`config.mk`:
```
export PLATFORM = sky130hd
export DESIGN_NAME = spi_regfile_periph
export DESIGN_NICKNAME = d
export VERILOG_FILES = /design/src/rtl/spi_regfile_periph.sv
export SDC_FILE = /design/constraint.sdc
export NUM_CORES = 1
export LEC_CHECK = 0
export ABC_AREA = 1
export BUFFER_PORTS_ARGS = -buffer_cell sky130_fd_sc_hd__buf_2
export CORE_AREA = 2 2 187 189
export DETAILED_ROUTE_END_ITERATION = 6
export DIE_AREA = 0 0 189 191
export GPL_ROUTABILITY_DRIVEN = 0
export PLACE_DENSITY = 0.57
export RECOVER_POWER = 100
export SKIP_LAST_GASP = 1
export SYNTH_ARGS = -nofsm -noshare
export SYNTH_HDL_FRONTEND = slang
export SYNTH_SLANG_ARGS = --single-unit
```
`constraint.sdc`:
```
create_clock -name i_iclk -period 3.7 [get_ports i_iclk]
set_input_delay 0.555 -clock i_iclk [delete_from_list [all_inputs] [get_ports i_iclk]]
set_output_delay 0.555 -clock i_iclk [all_outputs]
set_load 0.01 [all_outputs]
```
`src/rtl/spi_regfile_periph.sv`:
```
// SPI mode-0 slave with a parametrised register file, fully in the iclk domain.
// Define SPI_AUTOINC_EN for burst accesses with address auto-increment and wrap to 0.
module spi_regfile_periph #(
    parameter int          NUM_REGS    = 60,
    parameter int          NUM_WR_REGS = 3,
    parameter int          ADDR_W      = 7,
    parameter int          SYNC_STAGES = 2,
    parameter logic [7:0]  CHIP_ID     = 8'hC5,
    parameter int          TIMEOUT_CYC = 1024
) (
    input  logic                                   i_iclk,
    input  logic                                   i_rst,
    input  logic                                   i_sclk,
    input  logic                                   i_cs_n,
    input  logic                                   i_serial_in,
    output logic                                   o_serial_out,
    input  logic [8*(NUM_REGS-1-NUM_WR_REGS)-1:0]  i_ro_regs,
    output logic [8*NUM_WR_REGS-1:0]               o_wr_regs,
    output logic [NUM_WR_REGS-1:0]                 o_wr_strobe,
    output logic                                   o_busy
);
    localparam int NUM_RO = NUM_REGS - 1 - NUM_WR_REGS;
    localparam int TO_W   = $clog2(TIMEOUT_CYC + 1);

    typedef enum logic [1:0] {S_IDLE, S_CMD, S_DATA, S_ABORT} state_t;
    state_t r_state, w_next;

    logic [SYNC_STAGES-1:0] r_sclk_sync, r_cs_sync, r_mosi_sync;
    logic                   r_sclk_prev, r_cs_prev;
    logic [2:0]             r_bit_cnt;
    logic [7:0]             r_rx, r_wr_byte, r_tx, w_rd_data;
    logic [ADDR_W-1:0]      r_addr;
    logic [31:0]            w_addr_ext;
    logic                   r_is_wr, r_cmd_done, r_byte_done, r_load, r_fall_d;
    logic [TO_W-1:0]        r_to_cnt;
    logic                   w_sclk_s, w_cs_s, w_mosi_s;
    logic                   w_rise, w_fall, w_cs_fall, w_cs_rise, w_active, w_timeout;

    // Synchronisers and edge history are left unreset so a frame in flight at reset is not mistaken for a new one.
    always_ff @(posedge i_iclk) begin
        r_sclk_sync <= {r_sclk_sync[SYNC_STAGES-2:0], i_sclk};
        r_cs_sync   <= {r_cs_sync[SYNC_STAGES-2:0], i_cs_n};
        r_mosi_sync <= {r_mosi_sync[SYNC_STAGES-2:0], i_serial_in};
        r_sclk_prev <= r_sclk_sync[SYNC_STAGES-1];
        r_cs_prev   <= r_cs_sync[SYNC_STAGES-1];
    end

    assign w_sclk_s   = r_sclk_sync[SYNC_STAGES-1];
    assign w_cs_s     = r_cs_sync[SYNC_STAGES-1];
    assign w_mosi_s   = r_mosi_sync[SYNC_STAGES-1];
    assign w_rise     = w_sclk_s & ~r_sclk_prev;
    assign w_fall     = ~w_sclk_s & r_sclk_prev;
    assign w_cs_fall  = r_cs_prev & ~w_cs_s;
    assign w_cs_rise  = ~r_cs_prev & w_cs_s;
    assign w_active   = (r_state == S_CMD) || (r_state == S_DATA);
    assign w_timeout  = w_active && (r_bit_cnt != 3'd0) && (r_to_cnt == '0);
    assign w_addr_ext = 32'(r_addr);

    always_ff @(posedge i_iclk) begin
        if (i_rst) r_state <= S_IDLE;
        else       r_state <= w_next;
    end

    always_comb begin
        w_next = r_state;
        case (r_state)
            S_IDLE:  if (w_cs_fall) w_next = S_CMD;
            S_CMD:   if (w_cs_rise) w_next = S_IDLE;
                     else if (w_timeout) w_next = S_ABORT;
                     else if (w_rise && r_bit_cnt == 3'd7) w_next = S_DATA;
            S_DATA:  if (w_cs_rise) w_next = S_IDLE;
                     else if (w_timeout) w_next = S_ABORT;
            S_ABORT: if (w_cs_rise) w_next = S_IDLE;
            default: w_next = S_IDLE;
        endcase
    end

    always_comb begin
        o_busy = (r_state != S_IDLE);
    end

    always_comb begin
        w_rd_data = 8'h00;
        if (w_addr_ext == 32'd0) w_rd_data = CHIP_ID;
        for (int j = 0; j < NUM_WR_REGS; j++)
            if (w_addr_ext == 32'(j + 1)) w_rd_data = o_wr_regs[8*j +: 8];
        for (int k = 0; k < NUM_RO; k++)
            if (w_addr_ext == 32'(NUM_WR_REGS + 1 + k)) w_rd_data = i_ro_regs[8*k +: 8];
    end

    always_ff @(posedge i_iclk) begin
        if (i_rst) begin
            r_bit_cnt <= '0;  r_rx <= '0;  r_wr_byte <= '0;  r_tx <= '0;
            r_addr <= '0;  r_is_wr <= 1'b0;  r_cmd_done <= 1'b0;  r_byte_done <= 1'b0;
            r_load <= 1'b0;  r_fall_d <= 1'b0;  r_to_cnt <= '0;
            o_wr_regs <= '0;  o_wr_strobe <= '0;  o_serial_out <= 1'b0;
        end else begin
            r_cmd_done  <= 1'b0;
            r_byte_done <= 1'b0;
            r_load      <= r_cmd_done | r_byte_done;
            r_fall_d    <= w_fall;
            o_wr_strobe <= '0;

            if (r_state == S_IDLE && w_cs_fall) begin
                r_bit_cnt <= '0;
            end else if (w_active && w_rise && !w_timeout) begin
                r_rx      <= {r_rx[6:0], w_mosi_s};
                r_bit_cnt <= r_bit_cnt + 3'd1;
                if (r_bit_cnt == 3'd7) begin
                    if (r_state == S_CMD) begin
                        r_is_wr    <= r_rx[6];
                        r_addr     <= {r_rx[ADDR_W-2:0], w_mosi_s};
                        r_cmd_done <= 1'b1;
                    end else begin
                        r_wr_byte   <= {r_rx[6:0], w_mosi_s};
                        r_byte_done <= 1'b1;
                    end
                end
            end

            // Down-counter reloads on every sclk edge and whenever we sit on a byte boundary.
            if (!w_active || r_bit_cnt == 3'd0 || w_rise || w_fall)
                r_to_cnt <= TO_W'(TIMEOUT_CYC - 1);
            else if (r_to_cnt != '0)
                r_to_cnt <= r_to_cnt - TO_W'(1);

            // Commit is independent of state so a byte finishing alongside cs_n rising still lands.
            if (r_byte_done) begin
                if (r_is_wr) begin
                    for (int j = 0; j < NUM_WR_REGS; j++) begin
                        if (w_addr_ext == 32'(j + 1)) begin
                            o_wr_regs[8*j +: 8] <= r_wr_byte;
                            o_wr_strobe[j]      <= 1'b1;
                        end
                    end
                end
`ifdef SPI_AUTOINC_EN
                if (w_addr_ext >= 32'(NUM_REGS - 1)) r_addr <= '0;
                else                                 r_addr <= r_addr + ADDR_W'(1);
`else
                r_addr <= r_addr;
`endif
            end

            if (r_state == S_DATA && !r_is_wr) begin
                if (r_fall_d) begin
                    o_serial_out <= r_tx[7];
                    r_tx         <= {r_tx[6:0], 1'b0};
                end
            end else begin
                o_serial_out <= 1'b0;
            end

            if (r_load) r_tx <= w_rd_data;
        end
    end
endmodule

```
# Yosys cells after proc, flatten, opt, wreduce, memory -nomap -nowiden
# Index checks and enable logic that the tools add are counted.
# op_classes
n_addsub	2
eq_ne	67
muxes	78
bitwise	16
n_reduce_logical	38
# op_table
op	count
8-bit 2-to-1 mux	63
7-bit by 6-bit equality test with 1-bit output (second input constant)	28
7-bit by 5-bit equality test with 1-bit output (second input constant)	16
7-bit by 4-bit equality test with 1-bit output (second input constant)	8
32-bit logical NOT	1
7-bit by 3-bit equality test with 1-bit output (second input constant)	4
10-bit 2-to-1 mux	2
7-bit by 2-bit equality test with 1-bit output (second input constant)	2
2-bit 2-to-1 mux	7
4-bit AND reduction	3
11-bit logical NOT	1
1-bit inverter	11
11-bit nonzero test	1
11-bit by 1-bit subtractor with 11-bit output (second input constant)	1
3-bit AND reduction	3
2-bit case mux with 4 select lines	1
2-bit nonzero test	4
7-bit by 1-bit equality test with 1-bit output (second input constant)	1
1-bit logical AND	7
2-bit OR reduction	3
1-bit 2-to-1 mux	5
5-bit AND reduction	1
1-bit AND	4
2-bit equality test (second input constant)	2
other kinds (15)	22
# word_totals
reg_bits	87
elab_cells	224

# Longest topological paths before layout
# Gate-level depths: netlist of run 1.
# depth
ltp_word	62
depth_mapped	43
mapped_depth_nobuf	43

# Worst setup path before layout of run 1
# No wires, ideal clock.
# synth_timing
kind	register -> register
startpoint	register r_addr[5]
endpoint	register r_tx[2]
setup_time_ps	119
arrival_time_ps	2978
required_ps	3581
setup_slack_ps	603
stages_incl_launch_ff	40
n_path_buf	2
synth_period_minus_slack_ps	3097
path_cell_list	dfxtp_1 -> inv_2 -> nand3_4 -> buf_8 -> nor2_1 -> buf_2 -> nand2_1 -> nand2_1 -> nor2_1 -> nand4_1 -> nand2_1 -> nand4_1 -> nand2_1 -> nand4_1 -> nor2_1 -> nand4_1 -> nor2_1 -> nand3_1 -> [... 4 more ...] -> nand2_1 -> nand4_1 -> nor2_1 -> nand4_1 -> nand2_1 -> nand4_1 -> nand2_1 -> nand4_1 -> nand2_1 -> nand3_1 -> nand2_1 -> nand4_1 -> nand2_1 -> nand4_1 -> nor2_1 -> nand3_1 -> nand2_1 -> a21oi_1
# synth_between
elab_chain_len	62
# synth_rtl
item	line	rtl
start, declared	32	logic [ADDR_W-1:0] r_addr;
start signal, assigned	112	r_addr <= {r_rx[ADDR_W-2:0], w_mosi_s};
start signal, assigned	141	r_addr <= r_addr;
32-bit logical NOT	84	if (w_addr_ext == 32'd0) w_rd_data = CHIP_ID;
8-bit 2-to-1 mux	84	
8-bit 2-to-1 mux (3 in series)	86	if (w_addr_ext == 32'(j + 1)) w_rd_data = o_wr_regs[8*j +: 8];
8-bit 2-to-1 mux (55 in series)	88	if (w_addr_ext == 32'(NUM_WR_REGS + 1 + k)) w_rd_data = i_ro_regs[8*k +: 8];
8-bit 2-to-1 mux (*)	88	
8-bit 2-to-1 mux (*)	154	if (r_load) r_tx <= w_rd_data;
end signal, assigned	148	r_tx <= {r_tx[6:0], 1'b0};
end signal, assigned	154	
end, declared	31	logic [7:0] r_rx, r_wr_byte, r_tx, w_rd_data;
# Mark *: on every way between the ends. The rest lies on a longest branch, timed or not.
# A chain may end at the register's enable or synchronous reset.

# Worst setup path after layout of run 1
# layout_timing
startpoint	register r_addr[3]
endpoint	register r_tx[7]
# Same word-level chain as after synthesis.

==> impl_metrics.toml, run 1 <==
[hold_path]
min_from = "i_cs_n"
hold_path.class = "input port to flop"

[synth]
syn-num-nets = 1899
synth.avg_cell_area_um2 = 5.37
yosys.area_share.xor_xnor = 0.00114
synth.area.mux_share = 0
synth_flop_cell = "dfxtp_1"
yosysWarnings = 0
syn_inst = 1438
synthArstFlopShare = 0
synthAdderAreaFrac = 0.0130
synth_edf_count = 0
netlist_area_um2 = 7720
synthTopCellsByArea = "nand2_1 25%, dfxtp_1 23%, inv_1 9.6%"
synth_cell_type_count = 37
synth_top_family_by_area = "simple AND/OR/NAND/NOR gates"
ys_seq_elements = 87
synth_compound_area_frac = 0.134
yosys.area.top_type = "nand2_1"
ys_seq_area_frac = 0.226
synth_top_area_share = 0.247
synth-simple-area-share = 0.514

[routing]
drc_errors = 0
wl_per_cell_um = 16.6
vias = 11500
drtAntennaViolNets = 0
drtIter0Drc = 871
drt_pass1_iterations = 5
vias_per_cell = 4.58
finalWirelength_mm = 41.5

[sta]
timing.final.setup_violations = 7
finalCritPeriodShare = 1.11
hold_viol = 0
tightest_slew_ns = 1.07
fin_skew_ns = 0.00949
maxSlewViolCount = 0
min_period_ns = 4.09
layout_setup_ws_ns = -0.393
rsz0062_at_grt = "yes"
slew_headroom = 0.286
max_freq_mhz = 244
finalHoldWorstSlack_ns = 0.311

[finish]
fin_cells = 2504
layout_commonest_cell = "nand2_1"
fin_nets = 2501
syn_to_final_growth_pct = 57.1
drive_gt1_frac = 0.364
final_core_util = 0.355
fin_area_um2 = 12100
layout_common_cells = "485 x nand2_1, 453 x buf_2, 196 x inv_1"

[placement]
dpl-instance-area_um2 = 11500
dp_cells = 2469
dpl.hpwl_mm = 35.6
portBuffers = 481

[floorplanning]
placeableCoreArea_um2 = 34100
die_w_um = 189
initial_core_util = 0.226
io_pins = 482
core.rowCount = 68
die_area_um2 = 36100
die_h_um = 191

[critical_path]
r2r_setup_slack_ns = -0.39
crit_path_max_incr_delay_ns = 0.34
required_ns = 3.93
startpoint = "r_addr[3]$_SDFFE_PP0P_"
critPathKind = "flop to flop"
arrival_ns = 4.32
worstSetupStartpointType = "flop"
crit_path_frequent_cell = "nand4_1"
worstPathMaxFanout = 4
rr_startpoint = "r_addr[3]$_SDFFE_PP0P_"
cpMaxStageDelayCell = "dfxtp_2"
cp-end-kind = "flop"

[status]
violations = "setup timing"
status = "finished with violations"

[cts]
cts_sinks = 87
clk_latency_ns = 0.34
clk_pin_slew_ns = 0.07
cts-buffers-inserted = 9
cts_max_level = 3
cts-root-buf = "clkbuf_16"
ctsHoldBuffers = 0
clk_path_buf_depth = 2
cts_tree = "done"

[power]
p_per_area_nw_per_um2 = 185
p_leak_nw = 5.93
worst_ir_drop_vdd_v = 0.000247
power_mw = 2.24

[global_route]
grt_overflow = 0
grt_pass1_wl_mm = 59.8
grt_pass1_vias = 10900
antenna_found_initial = 2
track_usage = 0.212
grt_max_degree = 43

[run]
maxCapViolations = 0
-- path summary, 6_finish.rpt --
check / endpoint / cells after the start
min: r_cs_sync[0]$_DFF_P_ / 1
max reg2reg: r_tx[7]$_SDFFE_PP0P_ / 36
max: r_tx[7]$_SDFFE_PP0P_ / 36
min reg2reg: r_sclk_sync[1]$_DFF_P_ / 0
-- area by class of cell --
class                           instances  area, µm²
Tap cell                              455        569
Fill cell                            3855      22000
Clock buffer                            9        225
Antenna cell                            4       10.0
Inverter                              208        791
Clock inverter                          7       73.8
Timing Repair Buffer                  611       3400
Multi-Input combinational cell       1123       5300
Sequential cell                        87       1760
-- critical path: cells and delay by family (launching register included) --
kind / cells / cell delay [ns]
and+or+nand+nor: 33 / 3.43
AOI/OAI and AO/OA: 1 / 0.05
buffers and inverters: 2 / 0.17
DFF: 1 / 0.34
-- synthesized netlist by cell type, types with 2 or more instances --
master    count
or2_0         2
o21ai_1       2
a31oi_1       4
or3_1         2
nand4_1      84
clkinv_1      2
dfxtp_1      87
or2_1         2
o21ai_0      69
nor2_1      174
nor2_4        5
and3_1        2
or2_2        63
inv_1       197
nand2_1     508
inv_2         9
nor3_1       10
nand3_1      53
nor2_2        3
ha_1          8
a21oi_1     118
a211oi_1      3
clkbuf_1     17
-- flip-flops by register name (all words and copies together) (netlist names), 2 cells and up --
name and count:
r_addr 7, o_wr_strobe 3, r_state 2, r_sclk_sync 2
r_mosi_sync 2, r_to_cnt 11, r_rx 7, r_bit_cnt 3
o_wr_regs 24, r_cs_sync 2, r_tx 8, r_wr_byte 8
-- cell families after synthesis --
group,after synthesis
simple gates,913
buf+inv,228
compound gates,201
flops,87
fa+ha+maj,8
xor+xnor,1
-- power by group --
group	internal [mW]	switching (mW)
logic	0.200	0.179
registers	0.952	0.0135
clock network	0.477	0.419
total	1.63	0.611
-- repair_timing --
item,4_1_cts,5_1_grt
setup buffers,10,5
pin swaps,26,72
gates resized for setup,36,52
endpoints found under the setup margin,8,8
endpoints found under the hold margin,0,0
-- through the flow --
step / worst slack [ns] / setup TNS [ns]
6_report: -0.393 / -1.96
5_1_grt: -0.820 / -5.59
4_1_cts: -0.362 / -1.80
3_5_place_dp: -0.394 / -2.16
3_3_place_gp: -0.356 / -1.87
2_1_floorplan: 0.603 / 0
-- routing by layer --
metal,up-vias,routed length [µm],track usage,share of wire
li1,5782,-,-,-
met1,5127,17300,0.263,0.42
met2,467,20000,0.370,0.48
met3,87,3080,0.0464,0.074
met4,0,1130,0.0598,0.027
met5,-,0,0,0
Power figures use the tool's default switching activity.
==> run 2: changes to the inputs <==
--- a/config.mk
+++ b/config.mk
@@ -7,11 +7,11 @@
 export LEC_CHECK = 0
 export ABC_AREA = 1
 export BUFFER_PORTS_ARGS = -buffer_cell sky130_fd_sc_hd__buf_2
-export CORE_AREA = 2 2 187 189
+export CORE_AREA = 4 4 183 185
 export DETAILED_ROUTE_END_ITERATION = 6
-export DIE_AREA = 0 0 189 191
+export DIE_AREA = 0 0 187 189
 export GPL_ROUTABILITY_DRIVEN = 0
-export PLACE_DENSITY = 0.57
+export PLACE_DENSITY = 0.59
 export RECOVER_POWER = 100
 export SKIP_LAST_GASP = 1
 export SYNTH_ARGS = -nofsm -noshare
==> run 2 against run 1 <==
  * The flow still finishes with violations (setup timing)
  * Largest cell class unchanged
  * First-iteration DRC count decreased by 6.7%
  * Non-clock buffer count decreased by 14
  * Clock skew decreased by 0.0025 ns
  * Worst hold slack improved by 0.0044 ns
==> impl_metrics.toml, run 2 (synthesized netlist as in run 1, its figures left out) <==
[cts]
cts-buffers-inserted = 9
clk_path_buf_depth = 2
cts-root-buf = "clkbuf_16"
clk_pin_slew_ns = 0.06
cts_sinks = 87
cts_max_level = 3
ctsHoldBuffers = 0
cts_tree = "done"
clk_latency_ns = 0.34

[sta]
max_freq_mhz = 241
min_period_ns = 4.15
maxSlewViolCount = 0
layout_setup_ws_ns = -0.445
finalCritPeriodShare = 1.12
tightest_slew_ns = 1.14
slew_headroom = 0.241
rsz0062_at_grt = "yes"
fin_skew_ns = 0.00703
timing.final.setup_violations = 8
hold_viol = 0
finalHoldWorstSlack_ns = 0.316

[placement]
dpl.hpwl_mm = 35.2
dp_cells = 2416
portBuffers = 481

[power]
clkPwrFrac = 0.407
p_per_area_nw_per_um2 = 191
switching_share = 0.247
switchingPower_uw = 556
combPwrFrac = 0.164
power_mw = 2.25
p_leak_nw = 5.81
worst_ir_drop_vdd_v = 0.000245
intPower_mw = 1.70
seq_power_share = 0.429

[routing]
vias_per_cell = 4.70
drc_errors = 0
vias = 11500
drt_pass1_iterations = 6
drtAntennaViolNets = 0
finalWirelength_mm = 40.6
wl_per_cell_um = 16.6
drtIter0Drc = 813

[finish]
top_regs = "o_wr_regs x24, r_to_cnt x11"
fin_nets = 2487
fin_cells = 2440
syn_to_final_growth_pct = 53.2
largest_register_ffs = 24
top_register = "o_wr_regs"
layout_commonest_cell = "nand2_1"
drive_gt1_frac = 0.351
layout_common_cells = "494 x nand2_1, 454 x buf_2, 197 x inv_1"

[critical_path]
worstSetupStartpointType = "flop"
cpMaxStageDelayCell = "dfxtp_4"
critPathKind = "flop to flop"
worstPathMaxFanout = 5
cp-end-kind = "flop"
crit_path_frequent_cell = "nand2_1"
crit_path_max_incr_delay_ns = 0.36
required_ns = 3.92
arrival_ns = 4.37

[floorplanning]
initial_core_util = 0.241
die_h_um = 189
io_pins = 482
die_area_um2 = 35300
die_w_um = 187
placeableCoreArea_um2 = 32000
core.rowCount = 66

[global_route]
track_usage = 0.212
antenna_found_initial = 1
grt_max_degree = 43
grt_pass1_vias = 11100
grt_pass1_wl_mm = 60.2
grt_overflow = 0

[run]
maxCapViolations = 0

[hold_path]
hold_path.class = "input port to flop"

[status]
status = "finished with violations"
violations = "setup timing"
==> run 2: path summary, 6_finish.rpt <==
check                         startpoint                      to  slack [ns]  cells after the start
setup / recovery  r_addr[0]$_SDFFE_PP0P_    r_tx[2]$_SDFFE_PP0P_       -0.45                     39
hold / removal               i_serial_in  r_mosi_sync[0]$_DFF_P_        0.32                      1
setup reg to reg  r_addr[0]$_SDFFE_PP0P_    r_tx[2]$_SDFFE_PP0P_       -0.45                     39
hold reg to reg   r_sclk_sync[0]$_DFF_P_  r_sclk_sync[1]$_DFF_P_        0.33                      0
==> run 2: power groups by stage <==
| stage | logic [mW] | clock network [mW] | registers [mW] |
|---|---|---|---|
| 3_5_place_dp | 0.364 | 0 | 0.988 |
| 5_1_grt | 0.403 | 0.980 | 0.968 |
| 6_report | 0.370 | 0.918 | 0.966 |
| 3_3_place_gp | 0.363 | 0 | 0.988 |
| 4_1_cts | 0.367 | 0.941 | 0.967 |
| 2_1_floorplan | 0.0804 | 0 | 0.985 |
==> run 2: what timing repair did <==
| action | 4_1_cts | 5_1_grt |
|---|---|---|
| buffers inserted | 2 | 5 |
| resized for setup | 28 | 20 |
| pin swaps | 12 | 24 |
| endpoints found under the setup margin | 8 | 8 |
==> run 2: area by class of cell <==
type	count	area (µm²)
inverters	208	781
multi-input cells	1123	5220
clock buffers	10	239
flip-flops and latches	87	1750
fillers	3664	20200
diodes	1	2.50
repair buffers	597	3250
well taps	408	510
clock inverters	6	68.8
==> run 2: per-stage QoR <==
| step | TNS (ns) | area [µm²] | util | setup WS [ns] |
|---|---|---|---|---|
| 2_1_floorplan | 0 | 7720 | - | 0.603 |
| 3_3_place_gp | -2.47 | 11400 | 0.355 | -0.552 |
| 3_5_place_dp | -2.88 | 11400 | 0.355 | -0.551 |
| 4_1_cts | -2.17 | 11800 | 0.367 | -0.391 |
| 5_1_grt | -5.69 | 11800 | 0.369 | -0.799 |
| 6_report | -2.12 | 11800 | 0.369 | -0.445 |
==> run 2: critical path, delay by kind of cell (launching register included) <==
kind / cells / cell delay (ns)
AOI/OAI and AO/OA: 1 / 0.05
buffers and inverters: 2 / 0.22
DFF: 1 / 0.36
and+or+nand+nor: 36 / 3.38
==> run 2: routing by layer <==
layer | vias up | wire length (µm) | track usage
met5 | - | 0 | 0
met4 | 0 | 1200 | 0.0629
met3 | 74 | 2990 | 0.0478
met2 | 461 | 19300 | 0.365
met1 | 5178 | 17000 | 0.267
li1 | 5748 | - | -
